==> config.mk <==
export PLATFORM = sky130hd
export DESIGN_NAME = hex_parser
export DESIGN_NICKNAME = d
export VERILOG_FILES = /design/src/rtl/hex_parser.sv
export SDC_FILE = /design/constraint.sdc
export NUM_CORES = 1
export LEC_CHECK = 0
export ABC_AREA = 1
export CORE_ASPECT_RATIO = 1.5
export CORE_UTILIZATION = 55
export DETAILED_ROUTE_END_ITERATION = 6
export PLACE_DENSITY_LB_ADDON = 0.25
export SLEW_MARGIN = 0
export SYNTH_ARGS = -nofsm -noshare
export SYNTH_HDL_FRONTEND = slang
export SYNTH_SLANG_ARGS = --single-unit
==> constraint.sdc <==
create_clock -name clk -period 2.1 [get_ports clk]
set_input_delay 0.21 -clock clk [delete_from_list [all_inputs] [get_ports clk]]
set_output_delay 0.21 -clock clk [all_outputs]
set_load 0.005 [all_outputs]
==> src/rtl/hex_parser.sv <==
// ASCII hex number parser: accumulates up to MAX_DIGITS hex digits per field,
// emits the value on a terminator, flags illegal characters and overflow.
module hex_parser #(
  parameter int MAX_DIGITS = 8
) (
  input  logic        clk,
  input  logic        rst_n,
  input  logic [7:0]  char_in,
  input  logic        char_valid,
  output logic        char_ready,
  output logic [31:0] number_out,
  output logic        number_valid,
  input  logic        number_ready,
  output logic [3:0]  digit_count,
  output logic        error
);

  // state   | meaning
  // IDLE    | between fields, waiting for the first digit
  // ACCUM   | collecting digits of a field
  // DONE    | result presented, waiting for number_ready
  // DISCARD | dropping the rest of a bad field until a terminator
  typedef enum logic [1:0] {IDLE, ACCUM, DONE, DISCARD} state_t;

  state_t      r_state, w_next;
  logic [31:0] r_acc, w_acc_nxt;
  logic [3:0]  r_count, w_count_nxt;
  logic [31:0] r_number_out;
  logic [3:0]  r_digit_count;
  logic        r_number_valid, r_error, r_char_ready;
  logic        w_is_digit, w_is_term, w_accept, w_load, w_err;
  logic [3:0]  w_digit;

  always_comb begin
    w_is_digit = 1'b0;
    w_digit    = 4'd0;
    if (char_in >= 8'h30 && char_in <= 8'h39) begin
      w_is_digit = 1'b1;
      w_digit    = char_in[3:0];
    end else if ((char_in >= 8'h41 && char_in <= 8'h46) ||
                 (char_in >= 8'h61 && char_in <= 8'h66)) begin
      w_is_digit = 1'b1;
      w_digit    = char_in[3:0] + 4'd9;
    end
  end

  assign w_is_term = (char_in == 8'h0D) || (char_in == 8'h0A) || (char_in == 8'h20);
  assign w_accept  = char_valid && r_char_ready;

  always_comb begin
    w_next      = r_state;
    w_acc_nxt   = r_acc;
    w_count_nxt = r_count;
    w_load      = 1'b0;
    w_err       = 1'b0;
    case (r_state)
      IDLE: begin
        if (w_accept) begin
          if (w_is_digit) begin
            w_acc_nxt   = {28'd0, w_digit};
            w_count_nxt = 4'd1;
            w_next      = ACCUM;
          end else if (!w_is_term) begin
            w_err  = 1'b1;
            w_next = DISCARD;
          end
        end
      end
      ACCUM: begin
        if (w_accept) begin
          if (w_is_digit) begin
            if (r_count == 4'(MAX_DIGITS)) begin
              w_err  = 1'b1;
              w_next = DISCARD;
            end else begin
              w_acc_nxt   = {r_acc[27:0], w_digit};
              w_count_nxt = r_count + 4'd1;
            end
          end else if (w_is_term) begin
            w_load      = 1'b1;
            w_acc_nxt   = 32'd0;
            w_count_nxt = 4'd0;
            w_next      = DONE;
          end else begin
            w_err  = 1'b1;
            w_next = DISCARD;
          end
        end
      end
      DONE: begin
        if (number_ready) w_next = IDLE;
      end
      DISCARD: begin
        if (w_accept && w_is_term) w_next = IDLE;
      end
      default: w_next = IDLE;
    endcase
  end

  // Handshake flags are registered from the next state so they line up with it.
  always_ff @(posedge clk or negedge rst_n) begin
    if (!rst_n) begin
      r_state        <= IDLE;
      r_acc          <= 32'd0;
      r_count        <= 4'd0;
      r_number_out   <= 32'd0;
      r_digit_count  <= 4'd0;
      r_number_valid <= 1'b0;
      r_error        <= 1'b0;
      r_char_ready   <= 1'b0;
    end else begin
      r_state        <= w_next;
      r_acc          <= w_acc_nxt;
      r_count        <= w_count_nxt;
      r_error        <= w_err;
      r_number_valid <= (w_next == DONE);
      r_char_ready   <= (w_next != DONE);
      if (w_load) begin
        r_number_out  <= r_acc;
        r_digit_count <= r_count;
      end
    end
  end

  assign char_ready   = r_char_ready;
  assign number_out   = r_number_out;
  assign number_valid = r_number_valid;
  assign digit_count  = r_number_valid ? r_digit_count : r_count;
  assign error        = r_error;

endmodule

* Word-level counts from Yosys, hierarchy flattened
Index checks and enable logic that the tools add are counted.
W data, S select, Z words.
** Operators by class
- Add/subtract/negate cells :: 2
- Magnitude comparators :: 6
- Equal/unequal tests :: 14
- Muxes and demuxes :: 40
- Reductions and logical operators :: 11
** Operators by type and width (number)
- $mux W32 :: 6
- $pmux W32 S2 :: 1
- $mux W4 :: 9
- $eq A8 B4 Y1 const B :: 2
- $ge A8 B7 Y1 const B :: 2
- $le A8 B7 Y1 const B :: 2
- $mux W2 :: 8
- $mux W1 :: 13
- $eq A8 B6 Y1 const B :: 1
- $ge A8 B6 Y1 const B :: 1
- $le A8 B6 Y1 const B :: 1
- $ne A2 B2 Y1 const B :: 4
- $pmux W2 S4 :: 1
- $pmux W4 S2 :: 1
- $eq A2 B2 Y1 const B :: 3
- $ne A3 B3 Y1 const B :: 2
- $reduce_and A6 Y1 :: 1
- $logic_and A1 B1 Y1 :: 5
- $add A4 B1 Y4 const B :: 1
- $add A4 B4 Y4 const B :: 1
- $eq A4 B4 Y1 const B :: 1
- $logic_or A1 B1 Y1 :: 3
- $eq A2 B1 Y1 const B :: 1
- $logic_not A2 Y1 :: 1
- other kinds (2) :: 2
** Word-level totals
- Register bits :: 77
- Input port bits :: 12
- Output and inout bits :: 39
- Logic and storage cells :: 81

* Depth between registers and ports, before layout
Gate-level depths: netlist of the first run.
- Word-level depth :: 9
- Gate-level depth with buffers :: 12
- Gate-level depth less buffers :: 11

* Least setup slack after synthesis of the first run
OpenSTA, ideal clock, no wires.
- Path kind :: in2reg
- Start point :: input char_in[1]
- End point :: register r_acc[0]
- Setup time :: 0.116 ns
- Arrival time :: 1.494 ns
- Data required time :: 1.984 ns
- Slack :: 0.489 ns
- Stages :: 12
- Path buffers :: 2
- Cells stage by stage :: inv_1 > ha_1 > nand2_1 > nand3_1 > nand2_2 > nand2_2 > nand2_2 > or2_4 > buf_6 > buf_6 > nand3_2 > nand2_1
** On the way
- Word-level cells in the longest chain between the ends :: 9
- Elaborated cells on any way between the ends :: 29
- Those cells by class :: order compare: 6; eq/ne: 6; mux: 10; reduce/logical: 7
** Ends and longest elaborated chain
- start: declaration :: RTL line 8 : input logic [7:0] char_in,
- $ge A8 B7 Y1 (tied with other cells) :: RTL line 40 : end else if ((char_in >= 8'h41 && char_in <= 8'h46) ||
- $logic_and A1 B1 Y1 (on tied branches) :: RTL line 40, 41
- $logic_or A1 B1 Y1 :: RTL line 40
- $mux W4 :: RTL line 40
- $mux W4 :: RTL line 37 : if (char_in >= 8'h30 && char_in <= 8'h39) begin
- $mux W32 :: RTL line 72 : if (r_count == 4'(MAX_DIGITS)) begin
- $mux W32 :: RTL line 71 : if (w_is_digit) begin
- $mux W32 :: RTL line 70 : if (w_accept) begin
- $pmux W32 S2 :: RTL line 56 : case (r_state)
- end signal: assignment :: RTL line 113 : r_acc <= w_acc_nxt;
- end: declaration :: RTL line 26 : logic [31:0] r_acc, w_acc_nxt;
Parallel ways exist; a longest one is shown, timed or not. The select of a mux whose other input is x is not followed.
A chain may end at the register's enable or synchronous reset.

* Worst setup path in the final report of the first run
- Start point :: register r_count[2]
- End point :: output digit_count[2]
** On the way
- Word-level cells in the longest chain between the ends :: 1
** Ends and longest elaborated chain
- start: declaration :: RTL line 27 : logic [3:0] r_count, w_count_nxt;
- start signal: assignment :: RTL line 114 : r_count <= w_count_nxt;
- $mux W4 :: RTL line 128 : assign digit_count = r_number_valid ? r_digit_count : r_count;
- end: declaration :: RTL line 14 : output logic [3:0] digit_count,
Every way passes these cells.

==> metrics.txt, run 1 <==
# TYPE chip_impl_metric gauge
chip_impl_info{name="outcome",value="completed"} 1
chip_impl_metric{name="dr.pass1.iters",unit=""} 4
chip_impl_metric{name="worstPathMaxFanout",unit=""} 4
chip_impl_metric{name="placement_rows",unit=""} 36
chip_impl_metric{name="initial_core_util",unit="%"} 57.4
chip_impl_metric{name="number_of_diodes_added_for_antenna_fixing",unit=""} 0
chip_impl_metric{name="grt.overflow.total",unit=""} 0
chip_impl_metric{name="final_report_max_slew_violation_count",unit=""} 0
chip_impl_metric{name="vias",unit=""} 3131
chip_impl_metric{name="placedCellCount",unit=""} 582
chip_impl_metric{name="fp.dieArea",unit="um^2"} 7160
chip_impl_metric{name="report.final.setup_viol",unit=""} 0
chip_impl_metric{name="mappedNetlistArea",unit="um^2"} 3750
chip_impl_metric{name="power.net_switching",unit="mW"} 1.07
chip_impl_metric{name="cts_inserted_buffers",unit=""} 9
chip_impl_metric{name="postSynth.asyncResetShare",unit="%"} 100
chip_impl_info{name="synth_top_cell_by_area",value="sky130_fd_sc_hd__dfrtp_1"} 1
chip_impl_metric{name="track_usage",unit="%"} 23.9
chip_impl_metric{name="cp.arrival",unit="ps"} 1800
chip_impl_info{name="crit_path_end_kind",value="output pin"} 1
chip_impl_metric{name="power_density",unit="nW/um^2"} 736
chip_impl_metric{name="global_route_wire_length_before_repair",unit="mm"} 13.1
chip_impl_metric{name="max_clock_freq",unit="GHz"} 0.498
chip_impl_metric{name="routed_via_density",unit=""} 5.23
chip_impl_info{name="yosys.cell_count.top_type",value="sky130_fd_sc_hd__nand2_1"} 1
chip_impl_metric{name="yosysWarningCount",unit=""} 0
chip_impl_metric{name="coreArea",unit="um^2"} 6530
chip_impl_metric{name="grt_max_degree",unit=""} 51
chip_impl_metric{name="seq_cells_post_synth",unit=""} 77
chip_impl_metric{name="swShare",unit="%"} 31.4
chip_impl_metric{name="post-dp-hpwl",unit="mm"} 5.81
chip_impl_metric{name="leakagePower",unit="nW"} 2.21
chip_impl_metric{name="seq_area_frac_synth",unit="%"} 51.4
chip_impl_metric{name="ios",unit=""} 51
chip_impl_metric{name="ant_nets",unit=""} 0
chip_impl_metric{name="post_layout_nonfiller_instances",unit=""} 599
chip_impl_metric{name="post-route-period-util",unit="%"} 95.5
chip_impl_info{name="worst-setup-path-type",value="reg2out"} 1
chip_impl_metric{name="power.share.sequential",unit="%"} 47.9
chip_impl_info{name="setup_repair_after_global_routing_missed_its_margin",value="false"} 1
chip_impl_metric{name="cap_violations",unit=""} 0
chip_impl_metric{name="synth_area_per_cell",unit="um^2"} 8.26
chip_impl_metric{name="min_period",unit="ps"} 2010
chip_impl_metric{name="gp_routability_congestion",unit=""} 0.823
chip_impl_metric{name="clkSinkCount",unit=""} 77
chip_impl_metric{name="htree_num_levels",unit=""} 3
chip_impl_info{name="synth.top_cells.by_count",value="144 x sky130_fd_sc_hd__nand2_1, 77 x sky130_fd_sc_hd__dfrtp_1, 52 x sky130_fd_sc_hd__inv_1"} 1
chip_impl_metric{name="cell_internal_pwr",unit="mW"} 2.34
chip_impl_metric{name="die-height",unit="um"} 103
chip_impl_metric{name="number_of_flops_mapped_to_enable_cells_by_yosys",unit=""} 0
chip_impl_metric{name="synth_fp_nets",unit=""} 472
chip_impl_metric{name="antenna_violations_before_repair",unit=""} 0
chip_impl_metric{name="drive_gt1_share",unit="%"} 13.2
chip_impl_metric{name="power.share.combinational",unit="%"} 23.3
chip_impl_metric{name="finalHoldViolCount",unit=""} 0
chip_impl_metric{name="post-route-util",unit="%"} 71.1
chip_impl_metric{name="clock_power_share",unit="%"} 28.8
chip_impl_metric{name="die_width",unit="um"} 69.4
chip_impl_metric{name="grt_pass1_vias",unit=""} 2956
chip_impl_metric{name="synthCells",unit=""} 454
chip_impl_metric{name="detailed_router_s_first_iteration_violation_count",unit=""} 302
chip_impl_metric{name="clk_transition_reported_paths",unit="ps"} 80
chip_impl_metric{name="insertion_delay",unit="ps"} 350
chip_impl_metric{name="port_buffers",unit=""} 50
chip_impl_info{name="synth_ff_type",value="sky130_fd_sc_hd__dfrtp_1"} 1
chip_impl_info{name="leading_cell_types_by_total_area_after_synthesis",value="sky130_fd_sc_hd__dfrtp_1 51%, sky130_fd_sc_hd__nand2_1 14%, sky130_fd_sc_hd__nand3_2 5.3%"} 1
chip_impl_metric{name="relSlewSlack",unit="%"} 65.0
chip_impl_metric{name="wl_per_cell",unit="um"} 13.5
chip_impl_metric{name="post_synth_num_cell_types",unit=""} 27
chip_impl_info{name="worst_hold_path_type",value="in2async"} 1
chip_impl_metric{name="drt_wl_total",unit="mm"} 8.09
chip_impl_metric{name="final_nets",unit=""} 536
chip_impl_info{name="ctsRootBufferMaster",value="sky130_fd_sc_hd__clkbuf_8"} 1
chip_impl_metric{name="clock_skew",unit="ps"} 9.80
chip_impl_metric{name="tightest_pin_transition",unit="ps"} 525
chip_impl_metric{name="required",unit="ps"} 1890
chip_impl_metric{name="remaining_drc_errors",unit=""} 0
chip_impl_info{name="cts_tree",value="built"} 1
chip_impl_metric{name="p_r_area_growth_vs_syn",unit="%"} 23.8
chip_impl_metric{name="synthDominantCellAreaShare",unit="%"} 51.4
chip_impl_metric{name="clock_path_buffers",unit=""} 2
chip_impl_metric{name="ctsResizeCount",unit=""} 0
chip_impl_metric{name="max-vdd-ir-drop",unit="mV"} 0.530
chip_impl_info{name="cp-start-kind",value="flip-flop"} 1
==> sequential cells by signal (all words and copies together) (netlist names) <==
signal and cells:
number_out 32, r_acc 32, r_count 4, r_digit_count 4
r_state 2, char_ready 1, error 1, number_valid 1
==> worst max-delay path, cell delays in order, from the launching register on <==
cell and delay [ps]:
sky130_fd_sc_hd__dfrtp_1 430, sky130_fd_sc_hd__inv_1 90, sky130_fd_sc_hd__o21ai_0 350, sky130_fd_sc_hd__clkdlybuf4s50_1 580
==> cells by family after synthesis <==
group	synth area share, %
buffers and inverters	8.88
AOI/OAI and AO/OA	6.04
DFF	51.4
and+or+nand+nor	31.0
xor gates and xnor gates	0.701
adders and majority gates	2.00
==> power by group through the flow <==
stage               Sequential (mW)  Clock (mW)  Combinational [mW]
floorplan                      1.65           0               0.434
global placement               1.66           0               0.753
detailed placement             1.67           0               0.788
CTS                            1.64       0.994               0.796
global route                   1.65        1.07               0.873
finish                         1.64       0.984               0.795
==> metrics by stage <==
stage	TNS [ps]	total power [mW]	cell area (um^2)	setup WS (ps)	hold slack, ps
floorplan	0	2.08	3750	489	-85.6
global placement	-5.99	2.41	4460	-3.83	216
detailed placement	-4030	2.45	4460	-109	220
CTS	0	3.43	4640	97.5	383
global route	0	3.59	4640	19.2	409
finish	0	3.42	4640	93.7	367
==> layout by cell type (no fill, tap or decap), drive strengths merged, types with 4 or more instances in the layout <==
cell and instances:
clkinv 4, clkbuf 12, nand3 52, nand2 148, nor2 47, ha 6
buf 23, o21ai 40, clkdlybuf4s50 49, dfrtp 77, inv 53
==> cell type report <==
| class | count | area [um^2] |
|---|---|---|
| Timing Repair Buffer | 73 | 761 |
| Clock inverter | 4 | 23.8 |
| Inverter | 53 | 199 |
| Multi-Input combinational cell | 304 | 1490 |
| Tap cell | 76 | 95.1 |
| Sequential cell | 77 | 1930 |
| Clock buffer | 12 | 145 |
| Fill cell | 513 | 1890 |
==> routing by layer <==
layer,track usage (%),part of all wire (%),vias to the layer above
met2,42.0,52,95
met3,5.18,3.5,29
met1,26.5,40,1473
li1,-,-,1534
met5,0,0,-
met4,14.9,4.0,0
==> repair_timing <==
item | 4_1_cts | 5_1_grt
buffers inserted | 0 | 0
hold buffers | 1 | 0
setup endpoints to repair | 0 | 0
hold endpoints to repair | 38 | 0
==> worst paths after layout <==
| path | from | endpoint | slack, ps | depth (start not counted) |
|---|---|---|---|---|
| max | r_count[2] | digit_count[2] | 90 | 3 |
| min | rst_n | number_out[20] | 370 | 2 |
| max reg2reg | r_count[0] | r_acc[12] | 500 | 8 |
| min reg2reg | number_out[31] | number_out[31] | 480 | 2 |
| max in group asynchronous | rst_n | r_acc[8] | 1090 | 3 |
| min in group clk | number_out[31] | number_out[31] | 480 | 2 |
(Power assumes the default switching activity.)
==> inputs of run 2 (changes only) <==
CORE_UTILIZATION = 40   (was 55)
==> run 2 against run 1 <==
Cell count grew 5.7%. Critical path depth down 1. Sequential cell count stayed put. Via count fell by 0.64%. Highest routed layer unchanged.
==> metrics.txt, run 2 (synthesis results as in run 1) <==
# TYPE chip_impl_metric gauge
chip_impl_info{name="outcome",value="completed"} 1
chip_impl_metric{name="die_width",unit="um"} 81.0
chip_impl_metric{name="number_of_diodes_added_for_antenna_fixing",unit=""} 0
chip_impl_info{name="cp-start-kind",value="flip-flop"} 1
chip_impl_metric{name="coreArea",unit="um^2"} 8990
chip_impl_metric{name="max_clock_freq",unit="GHz"} 0.520
chip_impl_metric{name="power.share.sequential",unit="%"} 42.3
chip_impl_metric{name="antenna_violations_before_repair",unit=""} 0
chip_impl_metric{name="clk_transition_reported_paths",unit="ps"} 60
chip_impl_metric{name="clock_skew",unit="ps"} 4.44
chip_impl_metric{name="swShare",unit="%"} 28.7
chip_impl_metric{name="post-dp-hpwl",unit="mm"} 5.86
chip_impl_metric{name="max-vdd-ir-drop",unit="mV"} 0.425
chip_impl_info{name="cts_tree",value="built"} 1
chip_impl_metric{name="required",unit="ps"} 1890
chip_impl_metric{name="post_layout_nonfiller_instances",unit=""} 633
chip_impl_metric{name="global_route_wire_length_before_repair",unit="mm"} 14.1
chip_impl_metric{name="reg2reg_depth",unit=""} 7
chip_impl_metric{name="remaining_drc_errors",unit=""} 0
chip_impl_metric{name="grt_max_degree",unit=""} 51
chip_impl_metric{name="design_power_total",unit="mW"} 3.89
chip_impl_metric{name="initial_core_util",unit="%"} 41.7
chip_impl_metric{name="cts_inserted_buffers",unit=""} 9
chip_impl_metric{name="post-route-period-util",unit="%"} 91.7
chip_impl_metric{name="min_period",unit="ps"} 1920
chip_impl_metric{name="critPathMaxStageDelay",unit="ps"} 570
chip_impl_info{name="setup_repair_after_global_routing_missed_its_margin",value="false"} 1
chip_impl_metric{name="die-height",unit="um"} 121
chip_impl_info{name="crit_path_end_kind",value="output pin"} 1
chip_impl_info{name="ctsRootBufferMaster",value="sky130_fd_sc_hd__clkbuf_16"} 1
chip_impl_metric{name="placedCellCount",unit=""} 616
chip_impl_metric{name="report.final.setup_viol",unit=""} 0
chip_impl_metric{name="power.net_switching",unit="mW"} 1.12
chip_impl_metric{name="vias",unit=""} 3111
chip_impl_metric{name="cp.arrival",unit="ps"} 1710
chip_impl_metric{name="htree_num_levels",unit=""} 3
chip_impl_metric{name="grt_pass1_vias",unit=""} 3163
chip_impl_info{name="worst-setup-path-type",value="reg2out"} 1
chip_impl_metric{name="ios",unit=""} 51
chip_impl_info{name="path_cells",value="o21ai_0, clkdlybuf4s50_1"} 1
chip_impl_info{name="worst_hold_path_type",value="in2async"} 1
chip_impl_metric{name="insertion_delay",unit="ps"} 340
chip_impl_metric{name="clock_power_share",unit="%"} 36.7
chip_impl_metric{name="cap_violations",unit=""} 0
chip_impl_metric{name="detailed_router_s_first_iteration_violation_count",unit=""} 202
chip_impl_metric{name="ant_nets",unit=""} 0
chip_impl_metric{name="grt.overflow.total",unit=""} 0
chip_impl_metric{name="clock_path_buffers",unit=""} 2
chip_impl_metric{name="clkSinkCount",unit=""} 77
chip_impl_metric{name="relSlewSlack",unit="%"} 75.5
chip_impl_metric{name="leakagePower",unit="nW"} 2.26
chip_impl_metric{name="fp.dieArea",unit="um^2"} 9770
chip_impl_info{name="layout.cells.most_common_list",value="143 x sky130_fd_sc_hd__nand2_1, 77 x sky130_fd_sc_hd__dfrtp_1, 52 x sky130_fd_sc_hd__inv_1, 49 x sky130_fd_sc_hd__clkdlybuf4s50_1, 44 x sky130_fd_sc_hd__nor2_1"} 1
chip_impl_metric{name="drt_wl_total",unit="mm"} 8.18
chip_impl_info{name="r2r_start",value="r_count[0]"} 1
chip_impl_metric{name="p_r_area_growth_vs_syn",unit="%"} 28.4
chip_impl_metric{name="final_nets",unit=""} 536
chip_impl_metric{name="port_buffers",unit=""} 50
chip_impl_metric{name="placement_rows",unit=""} 42
chip_impl_metric{name="finalHoldViolCount",unit=""} 0
chip_impl_metric{name="worstPathMaxFanout",unit=""} 9
chip_impl_info{name="reg2reg_to",value="r_acc[28]"} 1
chip_impl_info{name="mostFrequentLayoutCell",value="sky130_fd_sc_hd__nand2_1"} 1
chip_impl_metric{name="track_usage",unit="%"} 19.1
chip_impl_metric{name="tightest_pin_transition",unit="ps"} 364
chip_impl_metric{name="power.share.combinational",unit="%"} 21.0
chip_impl_metric{name="routed_via_density",unit=""} 4.91
chip_impl_metric{name="gp_routability_congestion",unit=""} 0.876
chip_impl_info{name="critical_path.slowest_cell",value="sky130_fd_sc_hd__clkdlybuf4s50_1"} 1
chip_impl_metric{name="ctsResizeCount",unit=""} 0
chip_impl_metric{name="dr.pass1.iters",unit=""} 4
chip_impl_metric{name="cts_setup_buffers",unit=""} 0
chip_impl_metric{name="wl_per_cell",unit="um"} 12.9
chip_impl_metric{name="rrSetupSlack",unit="ps"} 510
chip_impl_metric{name="cell_internal_pwr",unit="mW"} 2.78
chip_impl_metric{name="drive_gt1_share",unit="%"} 12.8
chip_impl_metric{name="final_report_max_slew_violation_count",unit=""} 0
chip_impl_metric{name="power_density",unit="nW/um^2"} 809
==> run 2: area by class of cell <==
type	instances	area [um^2]
clock inverter	1	5.00
clock buffer	15	268
multi-input combinational	304	1490
inverter	53	199
tap	110	138
timing repair buffer	73	786
fill	861	4170
sequential	77	1930
==> run 2: worst max-delay path: cells and delay by family (launching register included) <==
family / cells / cell delay, ps
DFF: 1 / 490
AOI/OAI and AO/OA: 1 / 320
buffers and inverters: 1 / 570
==> run 2: how the worst max path moves through the flow <==
stage                  from              to  cells past startpoint
2_1_floorplan    char_in[1]        r_acc[0]                     12
3_3_place_gp     char_in[1]       r_acc[28]                     12
3_5_place_dp     char_in[0]       r_acc[29]                     12
4_1_cts        number_valid  digit_count[2]                      2
5_1_grt        number_valid  digit_count[2]                      2
6_report       number_valid  digit_count[2]                      2
==> run 2: repair_timing <==
action,4_1_cts,5_1_grt
endpoints found under the setup margin,0,0
endpoints found under the hold margin,27,0
hold buffers,1,0
==> run 2: per-stage QoR <==
step	util, %	setup TNS [ps]	hold slack (ps)	setup slack [ps]	area (um^2)
2_1_floorplan	-	0	-85.6	489	3750
3_3_place_gp	50.4	-53.6	150	-8.54	4530
3_5_place_dp	50.4	-2370	157	-81.1	4530
4_1_cts	53.6	0	341	164	4810
5_1_grt	53.6	0	364	86.9	4810
6_report	53.6	0	328	175	4810
==> run 2: power by group through the flow <==
stage / clock, mW / sequential (mW) / combinational, mW
global placement: 0 / 1.67 / 0.799
global route: 1.53 / 1.65 / 0.898
detailed placement: 0 / 1.67 / 0.820
floorplan: 0 / 1.65 / 0.434
CTS: 1.46 / 1.64 / 0.827
finish: 1.43 / 1.65 / 0.819
==> run 2: routing by layer <==
metal / up-vias / track usage (%) / wire length [um]
li1: 1539 / - / -
met1: 1496 / 21.4 / 3330
met2: 56 / 32.1 / 4320
met3: 20 / 5.51 / 274
met4: 0 / 10.2 / 253
met5: - / 0 / 0
